[src/rtl/spi_slave_rx_pkg.sv]
// ---------------------------------------------------------------------------
// spi_pkg
// Shared definitions for the SPI master/slave pair.
//   DEFAULT_DATA_WIDTH : frame width used by both ends of the link
//   SPI_CPOL/SPI_CPHA  : SPI mode 0 (idle-low SCLK, sample on rising edge)
//   state_t            : receive FSM state encoding
// ---------------------------------------------------------------------------
package spi_pkg;

   localparam int DEFAULT_DATA_WIDTH = 16;

   localparam bit SPI_CPOL = 1'b0;
   localparam bit SPI_CPHA = 1'b0;

   typedef enum logic [1:0] {
      IDLE    = 2'd0,
      SHIFT   = 2'd1,
      WAIT_CS = 2'd2
   } state_t;

endpackage

[src/rtl/spi_slave_rx_if.sv]
// ---------------------------------------------------------------------------
// spi_slave_rx_if
// Parallel-side bundle of the SPI receiver.
//   rx_data   : last completed word
//   rx_valid  : word available, held until accepted
//   rx_ack    : consumer accepts the word
//   overrun   : sticky, a word was overwritten before being accepted
//   frame_err : one-cycle pulse on a malformed frame
//   bit_count : bits received in the current frame
//   busy      : receiver is inside a frame
// Modports:
//   master : the receiver, which produces words
//   slave  : the consumer, which acknowledges them
// ---------------------------------------------------------------------------
interface spi_slave_rx_if #(
   parameter int DATA_WIDTH = spi_pkg::DEFAULT_DATA_WIDTH,
   parameter int CNT_W      = 5
) ();

   logic [DATA_WIDTH-1:0] rx_data;
   logic                  rx_valid;
   logic                  rx_ack;
   logic                  overrun;
   logic                  frame_err;
   logic [CNT_W-1:0]      bit_count;
   logic                  busy;

   modport master (
      output rx_data,
      output rx_valid,
      input  rx_ack,
      output overrun,
      output frame_err,
      output bit_count,
      output busy
   );

   modport slave (
      input  rx_data,
      input  rx_valid,
      output rx_ack,
      input  overrun,
      input  frame_err,
      input  bit_count,
      input  busy
   );

endinterface

[src/rtl/spi_slave_rx_sync_edge.sv]
// ---------------------------------------------------------------------------
// spi_sync_edge
// Multi-flop synchroniser followed by one history flop for edge detection.
//   clk   : local clock
//   reset : asynchronous, active-low
//   din   : asynchronous input pin
//   dout  : synchronised level
//   rise  : one-cycle pulse, synchronised level went 0 -> 1
//   fall  : one-cycle pulse, synchronised level went 1 -> 0
// RESET_VAL presets every flop, so a pin already at the opposite level when
// reset is released produces a clean edge.
// ---------------------------------------------------------------------------
module spi_sync_edge #(
   parameter int   SYNC_STAGES = 2,
   parameter logic RESET_VAL   = 1'b0
) (
   input  logic clk,
   input  logic reset,
   input  logic din,
   output logic dout,
   output logic rise,
   output logic fall
);

   logic [SYNC_STAGES-1:0] sync_reg;
   logic                   prev_reg;

   always_ff @(posedge clk or negedge reset) begin
      if (!reset) begin
         sync_reg <= {SYNC_STAGES{RESET_VAL}};
         prev_reg <= RESET_VAL;
      end else begin
         sync_reg <= {sync_reg[SYNC_STAGES-2:0], din};
         prev_reg <= sync_reg[SYNC_STAGES-1];
      end
   end

   assign dout = sync_reg[SYNC_STAGES-1];
   assign rise = dout & ~prev_reg;
   assign fall = ~dout & prev_reg;

endmodule

[src/rtl/spi_slave_rx.sv]
// ---------------------------------------------------------------------------
// spi_slave_rx
// SPI mode-0 receiver: oversamples CS/SCLK/MOSI in the clk domain, shifts
// bits MSB-first on rising SCLK and hands each completed word to a
// valid/ack holding register.
//   clk      : system clock
//   reset    : asynchronous, active-low
//   spi_cs_l : chip select from master, active-low
//   spi_sclk : serial clock from master
//   spi_data : serial data (MOSI), MSB first
//   rx_if    : parallel word/handshake/status bundle (master modport)
// ---------------------------------------------------------------------------
module spi_slave_rx
   import spi_pkg::*;
#(
   parameter int DATA_WIDTH  = DEFAULT_DATA_WIDTH,
   parameter int SYNC_STAGES = 2,
   parameter int CNT_W       = 5
) (
   input  logic           clk,
   input  logic           reset,
   input  logic           spi_cs_l,
   input  logic           spi_sclk,
   input  logic           spi_data,
   spi_slave_rx_if.master rx_if
);

   // Conditioned SPI inputs; unused edge outputs carry an _unused suffix.
   logic cs_rise, cs_fall, cs_level_unused;
   logic sclk_rise, sclk_level_unused, sclk_fall_unused;
   logic data_s, data_rise_unused, data_fall_unused;

   spi_sync_edge #(.SYNC_STAGES(SYNC_STAGES), .RESET_VAL(1'b1)) u_sync_cs (
      .clk   (clk),
      .reset (reset),
      .din   (spi_cs_l),
      .dout  (cs_level_unused),
      .rise  (cs_rise),
      .fall  (cs_fall)
   );

   spi_sync_edge #(.SYNC_STAGES(SYNC_STAGES), .RESET_VAL(1'b0)) u_sync_sclk (
      .clk   (clk),
      .reset (reset),
      .din   (spi_sclk),
      .dout  (sclk_level_unused),
      .rise  (sclk_rise),
      .fall  (sclk_fall_unused)
   );

   spi_sync_edge #(.SYNC_STAGES(SYNC_STAGES), .RESET_VAL(1'b0)) u_sync_data (
      .clk   (clk),
      .reset (reset),
      .din   (spi_data),
      .dout  (data_s),
      .rise  (data_rise_unused),
      .fall  (data_fall_unused)
   );

   state_t                state_reg,     state_next;
   logic [DATA_WIDTH-1:0] shift_reg,     shift_next;
   logic [CNT_W-1:0]      bit_count_reg, bit_count_next;
   logic                  frame_err_reg, frame_err_next;
   // Completion is flagged one cycle after the last shift, so the holding
   // stage loads the fully shifted word.
   logic                  word_done_reg, word_done_next;
   logic [DATA_WIDTH-1:0] rx_data_reg,   rx_data_next;
   logic                  rx_valid_reg,  rx_valid_next;
   logic                  overrun_reg,   overrun_next;

   always_ff @(posedge clk or negedge reset) begin
      if (!reset) begin
         state_reg     <= IDLE;
         shift_reg     <= '0;
         bit_count_reg <= '0;
         frame_err_reg <= 1'b0;
         word_done_reg <= 1'b0;
         rx_data_reg   <= '0;
         rx_valid_reg  <= 1'b0;
         overrun_reg   <= 1'b0;
      end else begin
         state_reg     <= state_next;
         shift_reg     <= shift_next;
         bit_count_reg <= bit_count_next;
         frame_err_reg <= frame_err_next;
         word_done_reg <= word_done_next;
         rx_data_reg   <= rx_data_next;
         rx_valid_reg  <= rx_valid_next;
         overrun_reg   <= overrun_next;
      end
   end

   // Frame FSM and shift register
   always_comb begin
      state_next     = state_reg;
      shift_next     = shift_reg;
      bit_count_next = bit_count_reg;
      frame_err_next = 1'b0;
      word_done_next = 1'b0;

      case (state_reg)
         IDLE: begin
            if (cs_fall) begin
               shift_next     = '0;
               bit_count_next = '0;
               state_next     = SHIFT;
            end
         end

         SHIFT: begin
            // CS release wins over a coincident SCLK edge; that edge is dropped.
            if (cs_rise) begin
               frame_err_next = 1'b1;
               bit_count_next = '0;
               state_next     = IDLE;
            end else if (sclk_rise) begin
               shift_next     = {shift_reg[DATA_WIDTH-2:0], data_s};
               bit_count_next = bit_count_reg + CNT_W'(1);
               if (bit_count_reg == CNT_W'(DATA_WIDTH - 1)) begin
                  word_done_next = 1'b1;
                  state_next     = WAIT_CS;
               end
            end
         end

         WAIT_CS: begin
            if (cs_rise) begin
               bit_count_next = '0;
               state_next     = IDLE;
            end else if (sclk_rise) begin
               frame_err_next = 1'b1;
            end
         end

         default: begin
            bit_count_next = '0;
            state_next     = IDLE;
         end
      endcase
   end

   // Holding stage: a completing word always wins over a same-cycle ack.
   always_comb begin
      rx_data_next  = rx_data_reg;
      rx_valid_next = rx_valid_reg;
      overrun_next  = overrun_reg;

      if (word_done_reg) begin
         rx_data_next  = shift_reg;
         rx_valid_next = 1'b1;
         if (rx_valid_reg && rx_if.rx_ack) begin
            overrun_next = 1'b0;
         end else if (rx_valid_reg) begin
            overrun_next = 1'b1;
         end
      end else if (rx_valid_reg && rx_if.rx_ack) begin
         rx_valid_next = 1'b0;
         overrun_next  = 1'b0;
      end
   end

   assign rx_if.rx_data   = rx_data_reg;
   assign rx_if.rx_valid  = rx_valid_reg;
   assign rx_if.overrun   = overrun_reg;
   assign rx_if.frame_err = frame_err_reg;
   assign rx_if.bit_count = bit_count_reg;
   assign rx_if.busy      = (state_reg != IDLE);

endmodule

[src/flat_wrapper.sv]
// flat-port wrapper written by rule: the top's interface ports become plain ports
module spi_slave_rx_flat import spi_pkg::*;
#(
   parameter int DATA_WIDTH  = DEFAULT_DATA_WIDTH,
   parameter int SYNC_STAGES = 2,
   parameter int CNT_W       = 5
)
  (clk, reset, spi_cs_l, spi_sclk, spi_data, rx_if_rx_data, rx_if_rx_valid, rx_if_rx_ack, rx_if_overrun, rx_if_frame_err, rx_if_bit_count, rx_if_busy);
  spi_slave_rx_if #(.DATA_WIDTH(DATA_WIDTH), .CNT_W(CNT_W)) rx_if_i ();
  input  logic clk;
  input  logic reset;
  input  logic spi_cs_l;
  input  logic spi_sclk;
  input  logic spi_data;
  output wire logic [$bits(rx_if_i.rx_data)-1:0] rx_if_rx_data;
  output wire logic [$bits(rx_if_i.rx_valid)-1:0] rx_if_rx_valid;
  input wire logic [$bits(rx_if_i.rx_ack)-1:0] rx_if_rx_ack;
  output wire logic [$bits(rx_if_i.overrun)-1:0] rx_if_overrun;
  output wire logic [$bits(rx_if_i.frame_err)-1:0] rx_if_frame_err;
  output wire logic [$bits(rx_if_i.bit_count)-1:0] rx_if_bit_count;
  output wire logic [$bits(rx_if_i.busy)-1:0] rx_if_busy;
  assign rx_if_rx_data = rx_if_i.rx_data;
  assign rx_if_rx_valid = rx_if_i.rx_valid;
  assign rx_if_i.rx_ack = rx_if_rx_ack;
  assign rx_if_overrun = rx_if_i.overrun;
  assign rx_if_frame_err = rx_if_i.frame_err;
  assign rx_if_bit_count = rx_if_i.bit_count;
  assign rx_if_busy = rx_if_i.busy;
  spi_slave_rx #(.DATA_WIDTH(DATA_WIDTH), .SYNC_STAGES(SYNC_STAGES), .CNT_W(CNT_W)) u_core (.clk(clk), .reset(reset), .spi_cs_l(spi_cs_l), .spi_sclk(spi_sclk), .spi_data(spi_data), .rx_if(rx_if_i));
endmodule
[config.mk]
export PLATFORM = sky130hd
export DESIGN_NAME = spi_slave_rx_flat
export DESIGN_NICKNAME = d
export VERILOG_FILES = /design/src/rtl/spi_slave_rx_pkg.sv /design/src/rtl/spi_slave_rx_if.sv /design/src/rtl/spi_slave_rx_sync_edge.sv /design/src/rtl/spi_slave_rx.sv /design/src/flat_wrapper.sv
export SDC_FILE = /design/constraint.sdc
export NUM_CORES = 1
export LEC_CHECK = 0
export ABC_AREA = 1
export CAP_MARGIN = 20
export CORE_AREA = 4 4 72 74
export DETAILED_ROUTE_END_ITERATION = 12
export DIE_AREA = 0 0 76 78
export PLACE_DENSITY = 0.81
export SETUP_SLACK_MARGIN = 0.15
export SYNTH_ARGS = -nofsm -noshare
export SYNTH_HDL_FRONTEND = slang
export SYNTH_SLANG_ARGS = --single-unit
[constraint.sdc]
create_clock -name clk -period 2 [get_ports clk]
set_clock_uncertainty 0.1 [all_clocks]
set_input_delay 0.3 -clock clk [delete_from_list [all_inputs] [get_ports clk]]
set_output_delay 0.3 -clock clk [all_outputs]
set_load 0.02 [all_outputs]
==> results of run 1 <==
==> layer usage <==
layer	up-vias	GRT usage, %	share of wire [%]
met5	-	0	0
met4	0	5.872	1.8
met3	7	3.480	4.0
met2	35	27.65	50
met1	793	19.62	44
li1	882	-	-
==> Yosys cell counts, types with 2 or more instances <==
library cell / instances / area [um2]
buf_12: 2 / 40.04
buf_2: 2 / 10.01
clkbuf_1: 3 / 11.26
dfrtp_1: 48 / 1201
dfstp_2: 3 / 78.83
ha_1: 6 / 75.07
inv_1: 36 / 135.1
inv_2: 2 / 7.510
nand2_1: 86 / 322.8
nand2_2: 15 / 93.84
nand2_4: 6 / 67.56
nand3_1: 4 / 20.02
nand4_1: 3 / 18.77
nor2_1: 8 / 30.03
nor2_2: 2 / 12.51
o21ai_0: 15 / 75.07
o21ai_1: 7 / 35.03
o21ai_2: 6 / 52.55
o21bai_1: 2 / 15.01
==> report_power, final <==
part | leakage (uW) | internal (uW) | switching (uW)
combinational | 0.000835 | 329 | 605
sequential | 0.000685 | 1100 | 61.8
clock | 0.0000412 | 245 | 323
==> cell families (layout without fill, tap and decap cells) <==
family	Yosys count	count (layout)	share of synthesized area (%)
AO/OA/AOI/OAI	33	33	8.294
adder cells (fa/ha/maj)	6	6	3.150
flip-flops	51	51	53.70
buffers and inverters	48	86	9.607
AND/OR/NAND/NOR	127	127	25.25
==> stage by stage <==
| step | utilization [%] | setup WS (ns) |
|---|---|---|
| after global placement | 59.07 | 0.2524 |
| after CTS | 61.12 | 0.1523 |
| after global routing | 61.58 | 0.1557 |
| final | 61.58 | 0.2207 |
| after floorplan | - | 0.4329 |
| after detailed placement | 59.07 | 0.2045 |
==> layout by cell type (no fill, tap or decap), types with 6 or more instances in the layout <==
cell,n
nor2_1,8
o21ai_2,6
dfrtp_1,48
o21ai_1,7
clkdlybuf4s50_1,28
buf_4,7
nand2_1,86
inv_1,36
nand2_4,6
o21ai_0,15
nand2_2,15
==> worst max-delay path by stage <==
stage	startpoint	end	slack [ns]	cells past startpoint
global placement	u_core.state_reg[0]	rx_if_busy	0.25	4
detailed placement	u_core.state_reg[1]	u_core.shift_reg[2]	0.20	8
floorplan	u_core.rx_if.bit_count[0]	u_core.state_reg[0]	0.43	9
CTS	u_core.state_reg[1]	rx_if_busy	0.15	4
global route	u_core.rx_if.bit_count[0]	rx_if_bit_count[0]	0.16	1
finish	u_core.rx_if.bit_count[0]	rx_if_bit_count[0]	0.22	1
==> what timing repair did <==
action / 4_1_cts / 5_1_grt
resized for setup: 1 / 3
setup endpoints to repair: 1 / 11
pin swaps: 0 / 1
hold buffers: 1 / 0
setup buffers: 0 / 3
hold endpoints to repair: 13 / 0
==> final cells by class <==
cell class | count | area (um2) | share of cell area (%)
sequential | 51 | 1280 | 45.21
timing repair buffer | 39 | 372.9 | 13.17
inverter | 39 | 148.9 | 5.259
multi-input combinational | 166 | 877.1 | 30.98
clock inverter | 2 | 12.51 | 0.4419
tap | 54 | 67.56 | 2.386
clock buffer | 6 | 72.57 | 2.563
==> results_dict.tcl, run 1 <==
set metrics [dict create \
    status "finished, final reports clean" \
    pin_count 31 \
    arrival_ns 1.38 \
    routed_via_density 4.810 \
    setup_viol 0 \
    crit_path_end_kind "output port" \
    layout_min_cycle_time_ns 1.779 \
    worstMarginPinSlew_ns 0.6524 \
    ff2ff_path_depth 8 \
    max_cap_violations 0 \
    r2r-start "u_core.state_reg[1]" \
    overflow 0 \
    clk_latency_ns 0.30 \
    cp-start-kind "flop" \
    drtIter0Drc 99 \
    drive_gt1_share_pct 18.15 \
    synth.net_count 277 \
    cts_root_buf "clkbuf_8" \
    grt_pass1_wl_um 7714 \
    synth.distinct_cells 28 \
    crit_buf_inv 1 \
    rsz0062_at_grt "false" \
    routabilityCongestion 0.9275 \
    dieWidth_um 76 \
    wl_per_cell_um 12.00 \
    cts_made_buffers 5 \
    fillCellCount 418 \
    synth_seq_cells 51 \
    cp.required_ns 1.60 \
    critPathTopFamily "buffers and inverters" \
    grt_pass1_vias 1729 \
    die-area_um2 5928 \
    dp_cells 345 \
    min_path_cells 0 \
    power_uw 2668 \
    clkTransAtPathRegs_ns 0.09 \
    syn_area_um2 2384 \
    ys.flop_type "dfrtp_1" \
    final-max-slew-violation-count 0 \
    num-nets-final 314 \
    async_flop_share_pct 100.0 \
    fmax_mhz 562.0 \
    start_util_pct 51.84 \
    r2r_end "u_core.shift_reg[2]" \
    synth_cells 265 \
    syn2layout_area_growth_pct 18.79 \
    holdPathEnd "u_core.u_sync_sclk.sync_reg[1]" \
    clock_sinks 51 \
    slowest_delay_ns 0.65 \
    r2r_slack_ns 0.34 \
    synth_edf_count 0 \
    wl_um 4284 \
    port_buffers 30 \
    antenna_found_initial 0 \
    ys_warn_count 0 \
    clock_path_buffers 2 \
    hold_viol 0 \
    setup_tns_ns 0 \
    stdcell_count 357 \
    irDropWorstVdd_uv 707.9 \
    cp_slowest_cell "clkdlybuf4s50_1" \
    period_share_pct 88.97 \
    grt_start_max_net_pins 24 \
    syn_avg_cell_area_um2 8.994 \
    setup.worst_path.class "flop to output port" \
    power_density_nw_per_um2 942.3 \
    design.core.area_um2 4598 \
    min_from "u_core.u_sync_sclk.sync_reg[0]" \
    placed_cell_area_um2 2716 \
    cts_tree "built" \
    hold_ws_ns 0.2579 \
    drc 0 \
    hpwl_um 3031 \
    path_cells "clkdlybuf4s50_1" \
    final_cell_area_um2 2831 \
    hold_class "flop to flop" \
    diodes 0 \
    critPathMaxFanout 6 \
    h-tree-depth 2 \
    grt.total_usage_pct 16.04 \
    total_leakage_power_uw 0.001562 \
    postRouteAntennaNets 0 \
    num_rows 25 \
    relSlewSlack_pct 56.46 \
    drt_first_pass_iters 4 \
    vias 1717 \
    die_h_um 78 \
    ys_seq_area_share_pct 53.70 \
]
No activity file was read; power rests on OpenSTA's default activity.
==> inputs of run 2 (changes only) <==
--- a/config.mk
+++ b/config.mk
@@ -7,9 +7,9 @@
 export LEC_CHECK = 0
 export ABC_AREA = 1
 export CAP_MARGIN = 20
-export CORE_AREA = 4 4 72 74
+export CORE_AREA = 2 2 70 72
 export DETAILED_ROUTE_END_ITERATION = 12
-export DIE_AREA = 0 0 76 78
+export DIE_AREA = 0 0 72 74
 export PLACE_DENSITY = 0.81
 export SETUP_SLACK_MARGIN = 0.15
 export SYNTH_ARGS = -nofsm -noshare
==> constraint.sdc (replaced) <==
create_clock -name clk -period 1.85 [get_ports clk]
set_clock_uncertainty 0.1 [all_clocks]
set_input_delay 0.2775 -clock clk [delete_from_list [all_inputs] [get_ports clk]]
set_output_delay 0.2775 -clock clk [all_outputs]
set_load 0.02 [all_outputs]
==> results_dict.tcl, run 2 (synthesized netlist as in run 1, its figures left out) <==
set metrics [dict create \
    status "finished, final reports clean" \
    seq_area_um2 1281 \
    syn2layout_area_growth_pct 22.52 \
    relSlewSlack_pct 58.88 \
    postRouteAntennaNets 0 \
    setup_slack_ns 0.2031 \
    multi_input_area_um2 899.6 \
    routabilityCongestion 0.8371 \
    grt_pass1_wl_um 7224 \
    diodes 0 \
    pin_count 31 \
    clk_latency_ns 0.30 \
    wl_per_cell_um 11.42 \
    routed_via_density 4.804 \
    slowest_delay_ns 0.60 \
    cts_root_buf "clkbuf_8" \
    antenna_found_initial 0 \
    drive_gt1_share_pct 22.40 \
    crit_buf_inv 1 \
    r2r_end "u_core.state_reg[0]" \
    dieWidth_um 72 \
    crit_path_end_kind "output port" \
    grt_start_max_net_pins 52 \
    ff2ff_path_depth 9 \
    num_rows 25 \
    grt.total_usage_pct 17.42 \
    critPathMaxFanout 2 \
    wl_um 4133 \
    overflow 0 \
    cts_tree "built" \
    dp_cells 347 \
    clockPowerShare_pct 22.0 \
    fillCellCount 393 \
    clock_path_buffers 2 \
    setup_viol 0 \
    max_cap_violations 0 \
    clock_sinks 51 \
    final_cell_mix "nand2_1 (84), dfrtp_1 (47), inv_1 (34)" \
    p_sw_share_pct 36.25 \
    cp_slowest_cell "clkdlybuf4s50_1" \
    worstMarginPinSlew_ns 0.6162 \
    rsz0062_at_grt "false" \
    hold_class "flop to flop" \
    design.core.area_um2 4598 \
    cp.required_ns 1.47 \
    die-area_um2 5328 \
    setup.worst_path.class "flop to output port" \
    critPathTopFamily "buffers and inverters" \
    stdcell_count 362 \
    layout_min_cycle_time_ns 1.647 \
    die_h_um 74 \
    port_buffers 30 \
    final_core_util_pct 63.51 \
    holdPathEnd "u_core.u_sync_data.sync_reg[1]" \
    min_from "u_core.u_sync_data.sync_reg[0]" \
    drc 0 \
    period_share_pct 89.02 \
    fmax_mhz 607.2 \
    h-tree-depth 2 \
    grt_pass1_vias 1668 \
    final_common_cell "nand2_1" \
    r2r_slack_ns 0.22 \
    place_ws_ns 0.08779 \
    min_path_cells 0 \
    irDropWorstVdd_uv 748.6 \
    hpwl_um 2856 \
    p_int_uw 1935 \
    cts_made_buffers 5 \
    num-nets-final 319 \
    r2r-start "u_core.rx_if.bit_count[1]" \
    start_util_pct 51.84 \
    drt_first_pass_iters 4 \
    final-max-slew-violation-count 0 \
    p_sw_uw 1100 \
    power_density_nw_per_um2 1039 \
    cp-start-kind "flop" \
    arrival_ns 1.27 \
    drtIter0Drc 84 \
    clkTransAtPathRegs_ns 0.10 \
    power_frac_comb_pct 36.3 \
    setup_tns_ns 0 \
    total_leakage_power_uw 0.001656 \
    seqPwrFrac_pct 41.7 \
    hold_viol 0 \
    path_cells "clkdlybuf4s50_1" \
    vias 1739 \
]
## run 2: worst max path at each step
| stage | depth (start not counted) | startpoint | slack, ns | endpoint |
|---|---|---|---|---|
| after global placement | 4 | u_core.state_reg[0] | 0.10 | rx_if_busy |
| after CTS | 9 | u_core.state_reg[1] | 0.08 | u_core.shift_reg[9] |
| after floorplan | 9 | u_core.rx_if.bit_count[0] | 0.28 | u_core.state_reg[0] |
| after global routing | 9 | u_core.rx_if.bit_count[1] | 0.14 | u_core.state_reg[1] |
| final | 1 | u_core.rx_if.rx_data[5] | 0.20 | rx_if_rx_data[5] |
| after detailed placement | 4 | u_core.state_reg[0] | 0.09 | rx_if_busy |
## run 2: power groups by stage
| stage | Sequential [uW] | Clock (uW) | Combinational (uW) |
|---|---|---|---|
| after floorplan | 1300 | 0 | 787 |
| after global placement | 1280 | 0 | 982 |
| after detailed placement | 1280 | 0 | 999 |
| after CTS | 1260 | 691 | 988 |
| after global routing | 1280 | 732 | 1220 |
| final | 1270 | 666 | 1100 |
## run 2: layout make-up
cell class / count / share of cell area (%)
Timing Repair Buffer: 44 / 14.52
Tap cell: 54 / 2.314
Clock inverter: 2 / 0.5570
Multi-Input combinational cell: 166 / 30.81
Sequential cell: 51 / 43.87
Clock buffer: 6 / 2.828
Inverter: 39 / 5.099
## run 2: stage by stage
stage | power (uW) | hold WS, ns | cell area (um2)
CTS | 2939 | 0.2557 | 2848
finish | 3035 | 0.2548 | 2920
detailed placement | 2281 | 0.1883 | 2744
global route | 3230 | 0.2600 | 2920
global placement | 2264 | 0.1853 | 2744
floorplan | 2082 | -0.1181 | 2384
## run 2: what timing repair did
item | CTS | global route
pin swaps | 0 | 5
hold buffers | 1 | 0
endpoints found under the hold margin | 48 | 0
gates resized for setup | 8 | 14
buffers inserted | 0 | 6
setup endpoints to repair | 16 | 26
## run 2: routing by layer
metal	vias up	track usage, %	share of wire, %
met5	-	0	0
met4	0	8.176	1.6
met3	6	3.388	4.6
met2	37	29.42	49
met1	807	21.85	45
li1	889	-	-
==> variant 1: new RTL, flow settings as in run 2 <==
Take the reset off `shift_reg` and load it in a clocked block of its own.
--- a/src/rtl/spi_slave_rx.sv
+++ b/src/rtl/spi_slave_rx.sv
@@ -72,5 +72,4 @@
       if (!reset) begin
          state_reg     <= IDLE;
-         shift_reg     <= '0;
          bit_count_reg <= '0;
          frame_err_reg <= 1'b0;
@@ -81,5 +80,4 @@
       end else begin
          state_reg     <= state_next;
-         shift_reg     <= shift_next;
          bit_count_reg <= bit_count_next;
          frame_err_reg <= frame_err_next;
@@ -89,4 +87,8 @@
          overrun_reg   <= overrun_next;
       end
+   end
+
+   always_ff @(posedge clk) begin
+      shift_reg <= shift_next;
    end
 
Check against the original RTL: no difference found for any inputs over 10 cycles, from zero or initial values and one cycle with reset low; that may be too few to reach the edited logic, so the function may still have changed.
==> variant 1 against run 2 <==
Die area stayed put; setup slack worse by 16 ps; area after synthesis fell by 12%; utilization fell by 6.4 points; wire length down 14%; global-route usage decreased by 2.4 points; total power rose by 4.4%; sequential cell count unchanged; cell area shrank 10%; critical endpoint is now rx_if_rx_data[11]; largest cell class unchanged; largest power group unchanged.
==> variant 1: results (changes against run 2) <==
| Metric | Value |
|---|---|
| Outcome | `completed` |
| Worst-path fanout max | `2 (unchanged)` |
| Synth area leaders | `dfrtp_1 (38%), edfxtp_1 (23%), nand2_1 (16%), inv_1 (5.5%), dfstp_2 (3.8%)` |
| Number of buffers created by CTS | `5 (unchanged)` |
| Relative slew slack | `62.4% (+3.5 points)` |
| R2R Setup Slk | `260 ps (+40 ps)` |
| CP startpoint | `u_core.rx_if.rx_data[11]$_DFFE_PN0P_` |
| CP arrival | `1290 ps (+20 ps)` |
| Switch share | `33.2% (-3.1 points)` |
| # fillers | `398 (+1.3%)` |
| CTS Buffer Depth | `2 (unchanged)` |
| Via/cell ratio | `4.65 (-3.2%)` |
| Async set-reset flop share out of synthesis | `68.6% (-31 points)` |
| Post-synth EDFFs | `16 (+16)` |
| Post-synth top flop | `dfrtp_1` |
| Worst-skew pair later-pin latency | `slightly above 300 ps` |
| Worst hold margin | `256 ps (+1.35 ps)` |
| Distinct cells, synth | `23 (-18%)` |
| Max IR drop VDD | `0.547 mV (-27%)` |
| NumNets Final | `262 (-18%)` |
| Routed WL | `3540 um (-14%)` |
| RR Startpoint | `u_core.u_sync_cs.prev_reg$_DFF_PN1_` |
| Share of post-route cells with drive strength above 1 | `16.7% (-5.7 points)` |
| Inst Count DP | `294 (-15%)` |
| Post-Layout Cell Count | `305 (-16%)` |
| Detailed Routing Iterations Pass 1 | `4 (unchanged)` |
| Synthesis Warnings | `0 (unchanged)` |
| Syn avg cell area | `9.85 um^2 (+9.5%)` |
| DRT iter0 DRCs | `147 (+75%)` |
| Largest net degree at the start of global routing | `36 (-31%)` |
| Synth top cells by count | `nand2_1 (88), dfrtp_1 (32), inv_1 (31), edfxtp_1 (16)` |
| Syn_nets | `224 (-19%)` |
| Wire length of the first global-routing pass | `5950 um (-18%)` |
| Worst Hold Class | `register to register` |
| Root buffer cell | `clkbuf_8` |
| Register area share after synthesis | `64.9% (+11 points)` |
| Total GRT Usage | `15.0% (-2.4 points)` |
| Vias in the first global route | `1346 (-19%)` |
| IO Port Bufs | `30 (unchanged)` |
| GP Congestion | `0.873 (+4.3%)` |
| Placed Area | `2460 um^2 (-10%)` |
| Hold wc startpoint | `u_core.u_sync_sclk.sync_reg[0]$_DFF_PN0_` |
| Worst-path clk slew | `80 ps (-20 ps)` |
| Pleak | `0.00139 uW (-16%)` |
| DPL Wire Length | `2470 um (-14%)` |
[variant 1: cell types whose count changed in the layout (fill, tap and decap cells not counted), moves of 2 or more]
cell / delta
dfrtp_1: -16
o21ai_2: -5
nor2_1: -3
nand2_2: -13
buf_4: -10
nand2_4: -3
edfxtp_1: +16
o21ai_0: -14
inv_1: -7
o21ai_1: -5
o21bai_1: -2
inv_2: +3
nand2_1: +3
[variant 1: worst register-to-register path: cells and delay by family, from the launching register on]
family / cells / cell delay [ps]
DFF: 1 / 530
buffers and inverters: 3 / 290
and+or+nand+nor: 2 / 160
AOI/OAI and AO/OA: 1 / 230
[variant 1: layout make-up]
type	count	share of cell area (%)
sequential	51	51.9
multi-input combinational	123	23.7
timing repair buffer	36	13.8
inverter	34	4.86
clock buffer	5	2.62
tap	54	2.57
clock inverter	2	0.524
[variant 1: layer usage]
layer  track usage (%)  vias to the layer above  share of wire (%)
met5                 0                        -                  0
met4              9.43                        0                1.9
met3              3.25                        5                3.5
met2              24.8                       22                 51
met1              18.0                      669                 43
li1                  -                      722                  -
[variant 1: path summary, 6_finish.rpt]
path / cells past startpoint / end
max: 1 / rx_if_rx_data[11]
min: 0 / u_core.u_sync_sclk.sync_reg[1]$_DFF_PN0_
max reg2reg: 6 / u_core.shift_reg[3]$_SDFFCE_PN0P_
min reg2reg: 0 / u_core.u_sync_sclk.sync_reg[1]$_DFF_PN0_
max in group asynchronous: 3 / u_core.u_sync_cs.prev_reg$_DFF_PN1_
min in group asynchronous: 3 / u_core.rx_if.rx_data[4]$_DFFE_PN0P_
[variant 1: power groups by stage]
stage	logic, uW	registers [uW]	clock network, uW
after floorplan	557	1650	0
after global placement	774	1650	0
after detailed placement	807	1660	0
after CTS	867	1640	629
after global routing	1020	1680	677
final	915	1640	607
[variant 1: per-stage QoR]
step / utilization, % / worst slack [ps]
finish: 57.1 / 187
global route: 57.1 / 114
CTS: 55.9 / 88.8
detailed placement: 53.6 / 131
global placement: 53.6 / 170
floorplan: - / 159
[variant 1: logic make-up after synthesis]
logic type	Yosys count	share of synthesized area (%)
AND/OR/NAND/NOR	109	22.0
flip-flops	51	64.9
buffers and inverters	39	7.28
AO/OA/AOI/OAI	9	2.86
adder cells (fa/ha/maj)	5	2.98
[variant 1: timing repair]
action                                  in CTS  in global routing
pin swaps                                    1                  8
resized for setup                            7                 17
gates cloned                                 0                  0
buffers inserted                             1                  2
hold buffers                                 1                  0
endpoints found under the setup margin      22                  4
hold endpoints to repair                    32                  0
==> variant 2: new RTL, flow settings as in run 2 <==
Made on the original files. `CNT_W` is set to 5 in 3 places; all go to 10.
--- a/src/rtl/spi_slave_rx_if.sv
+++ b/src/rtl/spi_slave_rx_if.sv
@@ -15,5 +15,5 @@
 interface spi_slave_rx_if #(
    parameter int DATA_WIDTH = spi_pkg::DEFAULT_DATA_WIDTH,
-   parameter int CNT_W      = 5
+   parameter int CNT_W      = 10
 ) ();
 
--- a/src/rtl/spi_slave_rx.sv
+++ b/src/rtl/spi_slave_rx.sv
@@ -16,5 +16,5 @@
    parameter int DATA_WIDTH  = DEFAULT_DATA_WIDTH,
    parameter int SYNC_STAGES = 2,
-   parameter int CNT_W       = 5
+   parameter int CNT_W       = 10
 ) (
    input  logic           clk,
--- a/src/flat_wrapper.sv
+++ b/src/flat_wrapper.sv
@@ -4,5 +4,5 @@
    parameter int DATA_WIDTH  = DEFAULT_DATA_WIDTH,
    parameter int SYNC_STAGES = 2,
-   parameter int CNT_W       = 5
+   parameter int CNT_W       = 10
 )
   (clk, reset, spi_cs_l, spi_sclk, spi_data, rx_if_rx_data, rx_if_rx_valid, rx_if_rx_ack, rx_if_overrun, rx_if_frame_err, rx_if_bit_count, rx_if_busy);
Ports: changed (resized rx_if_bit_count); port bits go from 31 to 36. The function was not compared with the original's and may differ.
==> variant 2 against run 2 <==
Count of clock-buffer cells in the layout did not move; sequential cell count is 5 higher; non-clock buffer count stayed put; setup slack lost 44 ps; area after synthesis rose by 3.6%; highest routed layer unchanged; total power is 7.8% higher; wire length up 10%; cell area up 4.4%; synthesized cell count fell by 5.7%; critical endpoint is now u_core.state_reg[1]$_DFFE_PN0P_.
==> variant 2: results (changes against run 2) <==
| Metric | Value |
|---|---|
| Outcome | `completed` |
| DPL Wire Length | `3100 um (+8.5%)` |
| Met3 usage | `4.20% (+0.81 points)` |
| Register area share after synthesis | `56.9% (+3.2 points)` |
| Worst hold margin | `260 ps (+4.99 ps)` |
| GP Congestion | `0.760 (-9.2%)` |
| Hold wc startpoint | `u_core.u_sync_cs.sync_reg[0]$_DFF_PN1_` |
| DRT iter0 DRCs | `117 (+39%)` |
| DP Worst Slack | `129 ps (+41.3 ps)` |
| Number of buffers created by CTS | `5 (unchanged)` |
| CP top delay family | `simple AND/OR/NAND/NOR gates` |
| Largest net degree at the start of global routing | `30 (-42%)` |
| Placed Area | `2890 um^2 (+5.3%)` |
| Worst slew pin tran | `424 ps (-192 ps)` |
| Cells resized by post-CTS repair | `13 (+5)` |
| NumNets Final | `305 (-4.4%)` |
| Synth area leaders | `dfrtp_1 (54%), nand2_1 (7.8%), mux2_2 (6.4%), nand3_1 (5.1%), inv_1 (4.0%)` |
| Switch share | `36.5% (+0.22 points)` |
| Drt wl/cell | `13.1 um (+15%)` |
| Wire length of the first global-routing pass | `7800 um (+8.0%)` |
| Vias after detailed routing | `1820 (+4.7%)` |
| Vias in the first global route | `1739 (+4.3%)` |
| Hold Crit Endpoint | `u_core.u_sync_cs.sync_reg[1]$_DFF_PN1_` |
| WL met2 | `2220 um (+11%)` |
| Pleak | `0.00164 uW (-1.2%)` |
| Terminus of the critical flop-to-flop path | `u_core.state_reg[1]$_DFFE_PN0P_` |
| IO Port Bufs | `35 (+17%)` |
| GR met2 Demand/Resource | `32.4% (+3.0 points)` |
| Syn_nets | `261 (-5.8%)` |
| Total GRT Usage | `18.8% (+1.4 points)` |
| Post-Layout Cell Count | `349 (-3.6%)` |
| CTS Buffer Depth | `2 (unchanged)` |
| Max stage delay cell, worst path | `dfrtp_1` |
| Crit path kind | `register to register` |
| Worst-path fanout max | `8 (+6)` |
| R2R Setup Slk | `160 ps (-60 ps)` |
| Multi-input gate area | `938 um^2 (+4.3%)` |
| M1 WL | `2090 um (+12%)` |
| CP arrival | `1790 ps (+520 ps)` |
| Syn avg cell area | `9.88 um^2 (+9.8%)` |
| Synth top cells by count | `dfrtp_1 (53), nand2_1 (51), inv_1 (26), nand3_1 (25), o21ai_0 (17)` |
| Met1 GRT Util | `23.9% (+2.0 points)` |
| Distinct cells, synth | `29 (+3.6%)` |
| Share of post-route cells with drive strength above 1 | `18.6% (-3.8 points)` |
| CP max stage delay | `410 ps (-190 ps)` |
| Max IR drop VDD | `0.992 mV (+32%)` |
| RR Startpoint | `u_core.state_reg[1]$_DFFE_PN0P_` |
## variant 2: changes by cell type in the layout (fill, tap and decap cells not counted), moves of 5 or more
cell	delta
inv_1	-10
dlygate4sd2_1	+5
nand3_1	+21
mux2_2	+14
nand2_2	-10
nand2_4	-5
o21ai_2	-5
a21oi_1	+5
buf_4	-5
dfrtp_1	+5
nand2_1	-33
nor2_1	+5
## variant 2: area by class of cell
type	count	share of cell area [%]
multi-input combinational	159	30.8
clock inverter	2	1.15
inverter	28	3.45
timing repair buffer	44	13.9
clock buffer	6	2.38
sequential	56	46.1
tap	54	2.22
## variant 2: power by group through the flow
stage | registers [uW] | logic, uW | clock network [uW]
after floorplan | 1410 | 765 | 0
after global placement | 1380 | 1000 | 0
after detailed placement | 1390 | 1020 | 0
after CTS | 1370 | 1030 | 800
after global routing | 1380 | 1220 | 853
final | 1370 | 1120 | 783
## variant 2: kinds of logic after synthesis
logic type	synth area share (%)
simple gates	20.8
mux	6.38
compound gates	6.84
flops	56.9
fa+ha+maj	2.53
buf+inv	6.58
